File: src/rtl/tinytpu_ctrl.sv
// Phase sequencer for the TinyTPU systolic datapath: operand load, array feed, result serialization.
// Optional LOAD watchdog enabled by defining TINYTPU_CTRL_LOAD_TIMEOUT_EN.
module tinytpu_ctrl #(
   parameter int D_W = 8,
   parameter int N = 2,
   parameter int ACC_W = 2 * D_W + $clog2(N),
   localparam int IDX_W = $clog2(N * N),
   localparam int STEP_W = $clog2(3 * N - 1)
) (
   input  logic              clk,
   input  logic              rst_n,
   input  logic              init,
   input  logic              load_en,
   output logic              shift_en,
   output logic              word_we,
   output logic [IDX_W-1:0]  word_idx,
   output logic              pe_clr,
   output logic              feed_en,
   output logic [STEP_W-1:0] feed_step,
   output logic [IDX_W-1:0]  res_sel,
   output logic              tx_load,
   output logic              tx_ready,
   output logic              busy,
   output logic              done,
   output logic              err
);

   localparam int BIT_W = (D_W > 1) ? $clog2(D_W) : 1;
   localparam int TXB_W = (ACC_W > 1) ? $clog2(ACC_W) : 1;
   localparam logic [BIT_W-1:0]  BIT_LAST  = BIT_W'(D_W - 1);
   localparam logic [IDX_W-1:0]  IDX_LAST  = IDX_W'(N * N - 1);
   localparam logic [STEP_W-1:0] STEP_LAST = STEP_W'(3 * N - 2);
   localparam logic [TXB_W-1:0]  TXB_LAST  = TXB_W'(ACC_W - 1);

   typedef enum logic [2:0] {IDLE, CLEAR, LOAD, COMPUTE, TX_LD, TX_SH, DONE} state_e;

   state_e            state_q, state_d;
   logic [BIT_W-1:0]  bit_q, bit_d;
   logic [IDX_W-1:0]  widx_q, widx_d;
   logic [STEP_W-1:0] step_q, step_d;
   logic [IDX_W-1:0]  rsel_q, rsel_d;
   logic [TXB_W-1:0]  txb_q, txb_d;
`ifdef TINYTPU_CTRL_LOAD_TIMEOUT_EN
   logic              err_q, err_d;
   logic [7:0]        idle_q, idle_d;
`endif

   always_ff @(posedge clk or negedge rst_n) begin
      if (!rst_n) begin
         state_q <= IDLE;
         bit_q   <= '0;
         widx_q  <= '0;
         step_q  <= '0;
         rsel_q  <= '0;
         txb_q   <= '0;
`ifdef TINYTPU_CTRL_LOAD_TIMEOUT_EN
         err_q   <= 1'b0;
         idle_q  <= '0;
`endif
      end else begin
         state_q <= state_d;
         bit_q   <= bit_d;
         widx_q  <= widx_d;
         step_q  <= step_d;
         rsel_q  <= rsel_d;
         txb_q   <= txb_d;
`ifdef TINYTPU_CTRL_LOAD_TIMEOUT_EN
         err_q   <= err_d;
         idle_q  <= idle_d;
`endif
      end
   end

   always_comb begin
      state_d  = state_q;
      bit_d    = bit_q;
      widx_d   = widx_q;
      step_d   = step_q;
      rsel_d   = rsel_q;
      txb_d    = txb_q;
      shift_en = 1'b0;
      word_we  = 1'b0;
`ifdef TINYTPU_CTRL_LOAD_TIMEOUT_EN
      err_d    = err_q;
      idle_d   = idle_q;
`endif
      case (state_q)
         IDLE: ;
         CLEAR: begin
            bit_d   = '0;
            widx_d  = '0;
            step_d  = '0;
            state_d = LOAD;
         end
         LOAD: begin
            if (load_en) begin
               shift_en = 1'b1;
`ifdef TINYTPU_CTRL_LOAD_TIMEOUT_EN
               idle_d   = '0;
`endif
               if (bit_q == BIT_LAST) begin
                  word_we = 1'b1;
                  bit_d   = '0;
                  if (widx_q == IDX_LAST) begin
                     widx_d  = '0;
                     state_d = COMPUTE;
                  end else begin
                     widx_d = widx_q + IDX_W'(1);
                  end
               end else begin
                  bit_d = bit_q + BIT_W'(1);
               end
            end
`ifdef TINYTPU_CTRL_LOAD_TIMEOUT_EN
            // The watchdog only arms once the first operand bit has arrived.
            else if (bit_q != '0 || widx_q != '0) begin
               if (idle_q == 8'd254) begin
                  state_d = IDLE;
                  err_d   = 1'b1;
                  idle_d  = '0;
                  bit_d   = '0;
                  widx_d  = '0;
               end else begin
                  idle_d = idle_q + 8'd1;
               end
            end
`endif
         end
         COMPUTE: begin
            if (step_q == STEP_LAST) begin
               step_d  = '0;
               rsel_d  = '0;
               state_d = TX_LD;
            end else begin
               step_d = step_q + STEP_W'(1);
            end
         end
         TX_LD: begin
            txb_d   = '0;
            state_d = TX_SH;
         end
         TX_SH: begin
            if (txb_q == TXB_LAST) begin
               txb_d = '0;
               if (rsel_q == IDX_LAST) begin
                  state_d = DONE;
               end else begin
                  rsel_d  = rsel_q + IDX_W'(1);
                  state_d = TX_LD;
               end
            end else begin
               txb_d = txb_q + TXB_W'(1);
            end
         end
         DONE: begin
            rsel_d  = '0;
            state_d = IDLE;
         end
         default: state_d = IDLE;
      endcase
      // A start strobe restarts from CLEAR in every state and discards any partial word.
      if (init) begin
         state_d  = CLEAR;
         bit_d    = '0;
         widx_d   = '0;
         step_d   = '0;
         rsel_d   = '0;
         txb_d    = '0;
         shift_en = 1'b0;
         word_we  = 1'b0;
`ifdef TINYTPU_CTRL_LOAD_TIMEOUT_EN
         err_d    = 1'b0;
         idle_d   = '0;
`endif
      end
   end

   assign word_idx  = widx_q;
   assign feed_step = step_q;
   assign res_sel   = rsel_q;
   assign pe_clr    = (state_q == CLEAR);
   assign feed_en   = (state_q == COMPUTE);
   assign tx_load   = (state_q == TX_LD);
   assign tx_ready  = (state_q == TX_SH);
   assign busy      = (state_q != IDLE);
   assign done      = (state_q == DONE);
`ifdef TINYTPU_CTRL_LOAD_TIMEOUT_EN
   assign err       = err_q;
`else
   assign err       = 1'b0;
`endif

endmodule

File: config.mk
export PLATFORM = sky130hd
export DESIGN_NAME = tinytpu_ctrl
export DESIGN_NICKNAME = d
export VERILOG_FILES = /design/src/rtl/tinytpu_ctrl.sv
export SDC_FILE = /design/constraint.sdc
export NUM_CORES = 1
export LEC_CHECK = 0
export ABC_CLOCK_PERIOD_IN_PS = 1700
export BUFFER_PORTS_ARGS = -buffer_cell sky130_fd_sc_hd__buf_2
export CORE_ASPECT_RATIO = 1.5
export CORE_MARGIN = 2
export CORE_UTILIZATION = 35
export CTS_CLUSTER_SIZE = 12
export DETAILED_ROUTE_END_ITERATION = 7
export HOLD_SLACK_MARGIN = 0.1
export PLACE_DENSITY_LB_ADDON = 0.15
export SKIP_CTS_REPAIR_TIMING = 1
export SYNTH_ARGS = -nofsm -noshare
export SYNTH_HDL_FRONTEND = slang
export SYNTH_SLANG_ARGS = --single-unit
File: constraint.sdc
create_clock -name clk -period 1.7 [get_ports clk]
set_input_delay 0.34 -clock clk [delete_from_list [all_inputs] [get_ports clk]]
set_output_delay 0.34 -clock clk [all_outputs]
set_load 0.1 [all_outputs]
==> impl_metrics.py, run 1 <==
metrics = {
    "worst_setup_path": {
        "cp-end-kind": "primary output",
        "critical_path.cell_chain": "nand2b_4 -> nor3_4 -> and3_4 -> buf_12",
        "crit_family": "simple AND/OR/NAND/NOR gates",
        "cp.arrival_ns": 1.40,
        "slowest_delay_ns": 0.38,
        "r2r-end": "bit_q[1]",
        "r2r_setup_slack_ns": 0.08,
        "path_buf_inv": 1,
        "r2r_start": "state_q[1]",
        "reg2regPathDepth": 6,
        "crit_path_top_delay_cell": "dfrtp_1",
        "start_kind": "register",
        "critPathKind": "register to primary output",
        "crit_required_ns": 1.36,
        "worstPathMaxFanout": 3,
    },
    "timing": {
        "rsz0062_at_grt": "true",
        "slew_violations": 0,
        "period_minus_slack_ns": 1.74,
        "fin_ws_ns": -0.0448,
        "period_share_pct": 103,
        "finalHoldViolations": 0,
        "setup_viol": 4,
        "fin_tns_setup_ns": -0.120,
        "hold_slack_ns": 0.380,
        "finalClockSkew_ns": 0.00269,
        "timing.fmax_ghz": 0.573,
    },
    "placed_design": {
        "port_buffers": 18,
        "place_ws_ns": -0.0160,
        "dp_hpwl_um": 2080,
        "gp_congestion": 0.742,
        "place_area_sq_um": 1530,
        "dpl.cell_count": 194,
    },
    "floorplanning": {
        "die_h_um": 74.0,
        "die-area_sq_um": 3750,
        "rows": 25,
        "io_pins": 20,
        "initial_core_util_pct": 36.5,
        "fp.dieW_um": 50.6,
        "core_sq_um": 3130,
    },
    "yosys": {
        "async_reset_ff_share_pct": 100,
        "synth_compound_area_share_pct": 14.7,
        "synthAdderAreaFrac_pct": 8.76,
        "ys_top_cells_by_area": "dfrtp_1, ha_1, a21oi_1",
        "synthMuxAreaShare_pct": 3.83,
        "yosys.area_share.simple_pct": 27.5,
        "yosysWarnings": 0,
        "ys_types": 36,
        "ys_seq_area_share_pct": 39.4,
        "synth_top_family_by_area": "simple AND/OR/NAND/NOR gates",
        "ys_ff_latch": 18,
        "avgSynthCellArea_sq_um": 8.99,
        "synth-edff-count": 0,
        "synth_cells": 127,
        "synth_ff_type": "dfrtp_1",
        "postSynthNetCount": 139,
        "yosysTopAreaCell": "dfrtp_1",
        "synthesis.area_sq_um": 1140,
        "synthXorXnorAreaFrac_pct": 0,
        "synth_top_area_share_pct": 39.4,
    },
    "cells_and_area": {
        "multi_input_area_sq_um": 732,
        "seqCellArea_sq_um": 469,
        "final_core_utilization_pct": 54.8,
        "area_growth_pct": 50.1,
        "fillCellCount": 291,
        "fin_nets": 177,
        "design_area_sq_um": 1710,
        "n_antenna_cell": 0,
        "drive_above_1_share_pct": 44.5,
        "fin_cells": 204,
    },
    "routing": {
        "drt-pass1-iter-count": 4,
        "drc": 0,
        "ant_nets": 0,
        "drt_wl_total_um": 2830,
        "routedWlPerCell_um": 13.9,
        "vias_per_cell": 5.26,
        "vias": 1074,
        "drt_iter0_markers": 17,
    },
    "clocking": {
        "clkLatencyLatePin_ns": 0.26,
        "clock_sinks": 18,
        "cts.clk_slew.worst_paths_ns": 0.07,
        "tritoncts": "built",
        "clockBufferDepth": 2,
        "clock_tree.root_cell": "clkbuf_8",
        "htree_num_levels": 1,
        "cts_buffers": 3,
    },
    "power": {
        "total_power_mw": 1.15,
        "p_sw_uw": 367,
        "power_frac_seq_pct": 39.5,
        "power.leakage_nw": 0.751,
        "pwr-share-clk_pct": 30.9,
        "comb_power_share_pct": 29.6,
        "p_per_area_nw_per_um2": 673,
        "p_int_uw": 786,
        "swShare_pct": 31.8,
        "peakVddDrop_mv": 0.441,
    },
    "hold_path": {
        "min_path_type": "input port to register",
        "min_to": "txb_q[4]",
        "hold_path_depth": 2,
        "min_from": "init",
    },
    "global_routing": {
        "grt_max_degree": 19,
        "grt.total_usage_pct": 16.5,
        "gr-total-overflow": 0,
        "grt_pass1_vias": 1045,
        "grt_antenna_before_repair": 0,
        "grt_pass1_wl_um": 4690,
    },
    "status": {
        "status": "finished, violations left",
        "violations": "negative setup slack",
    },
    "job": {
        "cap_violations": 0,
    },
}
==> area by class of cell <==
cell class                 instances  area share [%]
inverter                           6            1.31
multi-input combinational         96            42.7
sequential                        18            27.4
tap                               40            2.92
clock buffer                       4            3.21
timing repair buffer              40            22.5
==> metal layers <==
metal  wire length, um  vias up  part of all wire (%)  global-route usage (%)
met5                 0        -                     0                       0
met4                73        0                   2.6                    7.21
met3                74        7                   2.6                    2.21
met2              1470       22                    52                    31.1
met1              1210      527                    43                    18.3
li1                  -      518                     -                       -
==> worst max-delay path by stage <==
stage / start / endpoint / slack, ns / cells past startpoint
CTS: state_q[0] / busy / -0.21 / 2
global placement: bit_q[0] / word_idx[1] / 0.07 / 5
detailed placement: bit_q[0] / word_idx[0] / -0.02 / 5
floorplan: state_q[0] / tx_load / -0.18 / 2
finish: state_q[2] / word_we / -0.04 / 4
global route: state_q[2] / feed_en / -0.09 / 5
==> Yosys cell counts (2+ instances only) <==
master     n
nor2_1    10
clkbuf_1   2
nand2_1   10
and3_1     2
a22o_1     3
mux2_2     3
a21oi_1    9
o21ai_0    8
nor3b_1    3
and2_1     4
nand3b_1   3
ha_1       8
nor3_1     3
dfrtp_1   18
inv_1      6
nor2b_1    2
nand3_1    6
nand2b_1   6
buf_4      3
buf_2      2
==> cells in the final DEF, fill, tap and decap left out, drive strengths merged <==
cell type	instances
nand3b	3
nand2b	6
inv	6
nand3	6
o31ai	1
or2b	1
a21boi	1
and3	2
conb	1
nor3	3
or4	1
nor4	1
mux2i	1
a221o	1
or3	1
nor2	10
o22a	1
dfrtp	18
ha	8
nor2b	2
buf	38
dlygate4sd3	1
nor3b	4
mux2	3
nor4bb	1
nand4bb	1
a21oi	9
and2	4
a211o	1
clkbuf	5
o21ai	9
a32oi	1
nand2	10
a22o	3
==> power by group through the flow <==
stage	clock network (mW)	logic [mW]	registers [mW]
final	0.356	0.342	0.456
after global routing	0.374	0.360	0.457
after CTS	0.368	0.282	0.453
after detailed placement	0	0.282	0.461
after global placement	0	0.278	0.461
after floorplan	0	0.169	0.475
==> cell families after synthesis <==
group	Yosys count
compound gates	27
fa+ha+maj	8
buf+inv	13
flops	18
mux	4
other cells	1
simple gates	56
==> flip-flops by register name, summed over array words and instances, names as in the netlist <==
| name | count |
|---|---|
| bit_q | 3 |
| feed_step | 3 |
| res_sel | 2 |
| state_q | 3 |
| txb_q | 5 |
| word_idx | 2 |
Note: power is estimated with default switching activity, not from simulation.
==> run 2, diff against run 1 <==
--- a/config.mk
+++ b/config.mk
@@ -7,6 +7,8 @@
 export LEC_CHECK = 0
 export ABC_CLOCK_PERIOD_IN_PS = 1700
 export BUFFER_PORTS_ARGS = -buffer_cell sky130_fd_sc_hd__buf_2
+export CELL_PAD_IN_SITES_DETAIL_PLACEMENT = 0
+export CELL_PAD_IN_SITES_GLOBAL_PLACEMENT = 1
 export CORE_ASPECT_RATIO = 1.5
 export CORE_MARGIN = 2
 export CORE_UTILIZATION = 35
@@ -15,6 +17,7 @@
 export HOLD_SLACK_MARGIN = 0.1
 export PLACE_DENSITY_LB_ADDON = 0.15
 export SKIP_CTS_REPAIR_TIMING = 1
+export SLEW_MARGIN = 20
 export SYNTH_ARGS = -nofsm -noshare
 export SYNTH_HDL_FRONTEND = slang
 export SYNTH_SLANG_ARGS = --single-unit
==> impl_metrics.py, run 2 (synthesis results as in run 1) <==
metrics = {
    "status": {
        "status": "finished, violations left",
        "violations": "negative setup slack",
    },
    "timing": {
        "fin_ws_ns": -0.107,
        "slew_violations": 0,
        "period_minus_slack_ns": 1.81,
        "rsz0062_at_grt": "true",
        "finalHoldViolations": 0,
        "finalClockSkew_ns": 0.000641,
        "period_share_pct": 106,
        "timing.fmax_ghz": 0.553,
        "setup_viol": 4,
    },
    "floorplanning": {
        "initial_core_util_pct": 36.5,
        "core_sq_um": 3130,
        "die-area_sq_um": 3750,
        "rows": 25,
        "io_pins": 20,
        "die_h_um": 74.0,
        "fp.dieW_um": 50.6,
    },
    "worst_setup_path": {
        "cp-end-kind": "primary output",
        "cp.arrival_ns": 1.47,
        "r2r_setup_slack_ns": 0.04,
        "start_kind": "register",
        "crit_required_ns": 1.36,
        "reg2regPathDepth": 5,
        "critPathKind": "register to primary output",
        "r2r_start": "bit_q[0]",
        "r2r-end": "bit_q[0]",
        "worstPathMaxFanout": 3,
    },
    "cells_and_area": {
        "layout_common_cells": "buf_4, dfrtp_1, nand2_1, buf_2, a21oi_1",
        "area_growth_pct": 46.9,
        "fillCellCount": 307,
        "fin_nets": 175,
        "top_register": "txb_q",
        "design_area_sq_um": 1680,
        "largest_reg_flops": 5,
        "final_common_cell": "buf_4",
        "drive_above_1_share_pct": 42.6,
        "n_antenna_cell": 0,
    },
    "routing": {
        "drt-met1-wl_um": 1050,
        "wl_met2_um": 1590,
        "drt_wl_total_um": 2770,
        "drc": 0,
        "drt-pass1-iter-count": 4,
        "routedWlPerCell_um": 13.7,
        "ant_nets": 0,
        "drt_iter0_markers": 20,
        "highest_layer": "met4",
        "wl_met3_um": 72,
        "vias": 1042,
        "vias_per_cell": 5.16,
    },
    "placed_design": {
        "place_ws_ns": -0.0400,
        "gp_congestion": 0.750,
        "place_area_sq_um": 1510,
        "dp_hpwl_um": 2100,
        "port_buffers": 18,
    },
    "global_routing": {
        "gr-total-overflow": 0,
        "grt.total_usage_pct": 16.0,
        "grt_pass1_vias": 997,
        "grt_antenna_before_repair": 0,
        "grt_max_degree": 19,
        "grt_pass1_wl_um": 4480,
    },
    "power": {
        "power.leakage_nw": 0.737,
        "pwr-share-clk_pct": 31.4,
        "p_per_area_nw_per_um2": 669,
        "comb_power_share_pct": 27.8,
        "power_frac_seq_pct": 40.9,
        "swShare_pct": 31.7,
        "p_sw_uw": 355,
        "p_int_uw": 767,
        "peakVddDrop_mv": 0.396,
    },
    "clocking": {
        "clkLatencyLatePin_ns": 0.25,
        "cts.clk_slew.worst_paths_ns": 0.07,
        "clock_sinks": 18,
        "tritoncts": "built",
        "clockBufferDepth": 2,
        "cts_buffers": 3,
        "clock_tree.root_cell": "clkbuf_8",
        "htree_num_levels": 1,
    },
    "job": {
        "cap_violations": 0,
    },
    "hold_path": {
        "hold_path_depth": 2,
        "min_path_type": "input port to register",
        "min_from": "init",
        "min_to": "txb_q[4]",
    },
}
[run 2: critical path, cell delays in order, from the launching register on]
cell and delay (ns):
dfrtp_1 0.42, nand2b_4 0.17, nor3_4 0.21, and3_4 0.24, buf_12 0.17
[run 2: metal layers]
metal,track usage (%),up-vias
li1,-,513
met1,17.4,511
met2,30.3,13
met3,2.61,5
met4,7.21,0
met5,0,-
[run 2: worst max-delay path by stage]
stage	slack (ns)	start	cells past startpoint	endpoint
after detailed placement	-0.04	bit_q[0]	5	word_idx[0]
after floorplan	-0.18	state_q[0]	2	tx_load
after global placement	0.06	bit_q[0]	5	word_idx[1]
after global routing	-0.15	state_q[2]	4	word_we
final	-0.11	state_q[2]	4	word_we
after CTS	-0.23	state_q[1]	4	word_we
[run 2: through the flow]
step | utilization (%) | instances | hold WS, ns | TNS, ns | power, mW
5_1_grt | 53.6 | 202 | 0.382 | -0.620 | 1.17
6_report | 53.6 | 202 | 0.368 | -0.291 | 1.12
3_5_place_dp | 48.2 | 191 | 0.300 | -0.0656 | 0.738
2_1_floorplan | - | 127 | 0.0444 | -0.259 | 0.644
4_1_cts | 49.9 | 195 | 0.0233 | -0.830 | 1.10
3_3_place_gp | 48.2 | 191 | 0.299 | 0 | 0.735
[run 2: power groups by stage]
stage	clock network [mW]	logic, mW	registers (mW)
final	0.352	0.312	0.459
after CTS	0.366	0.273	0.457
after detailed placement	0	0.273	0.466
after global placement	0	0.270	0.465
after floorplan	0	0.169	0.475
after global routing	0.378	0.329	0.460
[run 2: cell type report]
type,instances,area (sq um),share of cell area (%)
Multi-Input combinational cell,96,714,42.6
Sequential cell,18,469,28.0
Timing Repair Buffer,38,367,21.8
Clock buffer,4,55.1,3.28
Tap cell,40,50.0,2.98
Inverter,6,22.5,1.34
==> run 3, diff against run 2 <==
--- a/config.mk
+++ b/config.mk
@@ -5,6 +5,7 @@
 export SDC_FILE = /design/constraint.sdc
 export NUM_CORES = 1
 export LEC_CHECK = 0
+export ABC_AREA = 1
 export ABC_CLOCK_PERIOD_IN_PS = 1700
 export BUFFER_PORTS_ARGS = -buffer_cell sky130_fd_sc_hd__buf_2
 export CELL_PAD_IN_SITES_DETAIL_PLACEMENT = 0
==> impl_metrics.py, run 3 <==
metrics = {
    "yosys": {
        "synth_most_common_cell": "nand2_1",
        "ys_types": 28,
        "synthesis.area_sq_um": 1360,
        "synth_ff_type": "dfrtp_1",
        "synth_top_area_share_pct": 33.2,
        "synth-edff-count": 0,
        "yosysWarnings": 0,
        "avgSynthCellArea_sq_um": 7.85,
        "yosysTopAreaCell": "dfrtp_1",
        "ys_ff_latch": 18,
        "ys_top_cells_by_area": "dfrtp_1, nand2_1, ha_1",
        "async_reset_ff_share_pct": 100,
        "ys_seq_area_share_pct": 33.2,
        "ys_top_cells_by_count": "nand2_1, dfrtp_1, inv_1",
        "synth_cells": 173,
        "postSynthNetCount": 185,
    },
    "cells_and_area": {
        "fin_cells": 241,
        "fillCellCount": 373,
        "largest_reg_flops": 5,
        "top_register": "txb_q",
        "area_growth_pct": 27.3,
        "n_antenna_cell": 0,
        "design_area_sq_um": 1730,
        "layout_common_cells": "nand2_1, inv_1, nand3_1",
        "drive_above_1_share_pct": 36.9,
        "fin_nets": 211,
        "final_core_utilization_pct": 46.9,
        "final_common_cell": "nand2_1",
    },
    "power": {
        "pwr-share-clk_pct": 13.7,
        "p_int_mw": 1.13,
        "swShare_pct": 51.6,
        "p_per_area_nw_per_um2": 1350,
        "comb_power_share_pct": 62.8,
        "power.leakage_nw": 0.915,
        "power_frac_seq_pct": 23.5,
        "peakVddDrop_mv": 1.09,
        "p_sw_mw": 1.21,
    },
    "placed_design": {
        "place_area_sq_um": 1630,
        "port_buffers": 18,
        "dpl.cell_count": 233,
        "place_ws_ns": 0.106,
        "dp_hpwl_um": 2390,
        "gp_congestion": 0.788,
    },
    "global_routing": {
        "gr-total-overflow": 0,
        "grt_antenna_before_repair": 0,
        "grt_pass1_vias": 1168,
        "grt_pass1_wl_um": 5200,
        "grt.total_usage_pct": 16.2,
        "grt_max_degree": 19,
    },
    "routing": {
        "vias_per_cell": 4.72,
        "vias": 1138,
        "drt_iter0_markers": 15,
        "drc": 0,
        "routedWlPerCell_um": 12.4,
        "drt_wl_total_um": 2980,
        "ant_nets": 0,
        "drt-pass1-iter-count": 3,
    },
    "clocking": {
        "clock_tree.root_cell": "clkbuf_8",
        "clock_sinks": 18,
        "clockBufferDepth": 2,
        "htree_num_levels": 1,
        "clkLatencyLatePin_ns": 0.26,
        "cts_buffers": 3,
        "cts.clk_slew.worst_paths_ns": 0.07,
        "tritoncts": "built",
    },
    "worst_setup_path": {
        "r2r_start": "bit_q[0]",
        "r2r-end": "bit_q[0]",
        "critical_path.cell_chain": "nor2_4 -> nand2_4 -> inv_4 -> nand2_4 -> nor3b_4 -> buf_12",
        "r2r_setup_slack_ns": 0.24,
        "critPathMostFrequentCell": "nand2_4",
        "crit_path_top_delay_cell": "dfrtp_1",
        "critPathKind": "register to primary output",
        "worstPathMaxFanout": 4,
        "cp-end-kind": "primary output",
        "start_kind": "register",
        "slowest_delay_ns": 0.41,
        "crit_required_ns": 1.36,
        "reg2regPathDepth": 6,
        "cp.arrival_ns": 1.48,
    },
    "job": {
        "cap_violations": 0,
    },
    "status": {
        "violations": "negative setup slack",
        "status": "finished, violations left",
    },
    "timing": {
        "slew_violations": 0,
        "period_minus_slack_ns": 1.82,
        "timing.fmax_ghz": 0.549,
        "finalHoldViolations": 0,
        "fin_ws_ns": -0.122,
        "fin_tns_setup_ns": -0.135,
        "rsz0062_at_grt": "true",
        "period_share_pct": 107,
        "finalClockSkew_ns": 0.00911,
        "setup_viol": 2,
    },
    "floorplanning": {
        "rows": 27,
        "io_pins": 20,
        "die-area_sq_um": 4400,
        "core_sq_um": 3680,
        "fp.dieW_um": 54.9,
        "initial_core_util_pct": 36.9,
        "die_h_um": 80.3,
    },
    "hold_path": {
        "hold_path_depth": 4,
        "min_to": "bit_q[2]",
        "min_from": "init",
        "min_path_type": "input port to register",
    },
}
## run 3: cell count changes after synthesis, moves of 5 or more
| cell | change |
|---|---|
| nand2_1 | +31 |
| nor2_4 | +6 |
| nand3_1 | +10 |
| inv_1 | +12 |
| nand2_2 | +5 |
| nand3_2 | +5 |
| a21oi_1 | -5 |
| nand2b_1 | -6 |
## run 3: cells by family (layout without fill, tap and decap cells)
group,after synthesis,in the layout,synth area share (%)
simple gates,98,98,39.6
buf+inv,29,54,11.0
flops,18,18,33.2
compound gates,17,17,7.28
fa+ha+maj,8,8,7.37
xor+xnor,2,2,1.29
other cells,1,1,0.276
## run 3: area by class of cell
cell class | count | area, sq um | share of cell area [%]
multi-input cells | 126 | 787 | 45.5
clock buffers | 4 | 45.0 | 2.61
repair buffers | 27 | 288 | 16.7
flip-flops and latches | 18 | 460 | 26.6
well taps | 43 | 53.8 | 3.11
inverters | 23 | 93.8 | 5.43
## run 3: power groups by stage
stage | combinational [mW] | sequential (mW) | clock [mW]
2_1_floorplan | 0.985 | 0.625 | 0
3_3_place_gp | 1.40 | 0.549 | 0
3_5_place_dp | 1.40 | 0.552 | 0
4_1_cts | 1.41 | 0.544 | 0.331
5_1_grt | 1.59 | 0.561 | 0.356
6_report | 1.47 | 0.551 | 0.321
## run 3: how the worst max path moves through the flow
stage | start | end | slack (ns) | cells after the start
4_1_cts | state_q[2] | word_we | -0.19 | 6
2_1_floorplan | state_q[2] | word_we | -0.37 | 6
3_5_place_dp | state_q[2] | word_we | 0.11 | 6
3_3_place_gp | state_q[2] | word_we | 0.15 | 6
6_report | state_q[0] | word_we | -0.12 | 6
5_1_grt | state_q[0] | word_we | -0.18 | 6
## run 3: through the flow
step / hold slack [ns] / total power, mW
after floorplan: 0.0444 / 1.61
after global placement: 0.319 / 1.95
after detailed placement: 0.315 / 1.96
after CTS: 0.0283 / 2.28
after global routing: 0.505 / 2.51
final: 0.482 / 2.34
## run 3: layer usage
metal	share of wire, %	GRT usage [%]
met5	0	0
met3	2.7	2.42
met1	40	17.5
met2	56	29.6
met4	1.7	6.75
## run 3: critical path, delay by kind of cell (launching register included)
kind          cells  cell delay [ns]
simple gates      4             0.53
buf+inv           2             0.28
flops             1             0.41
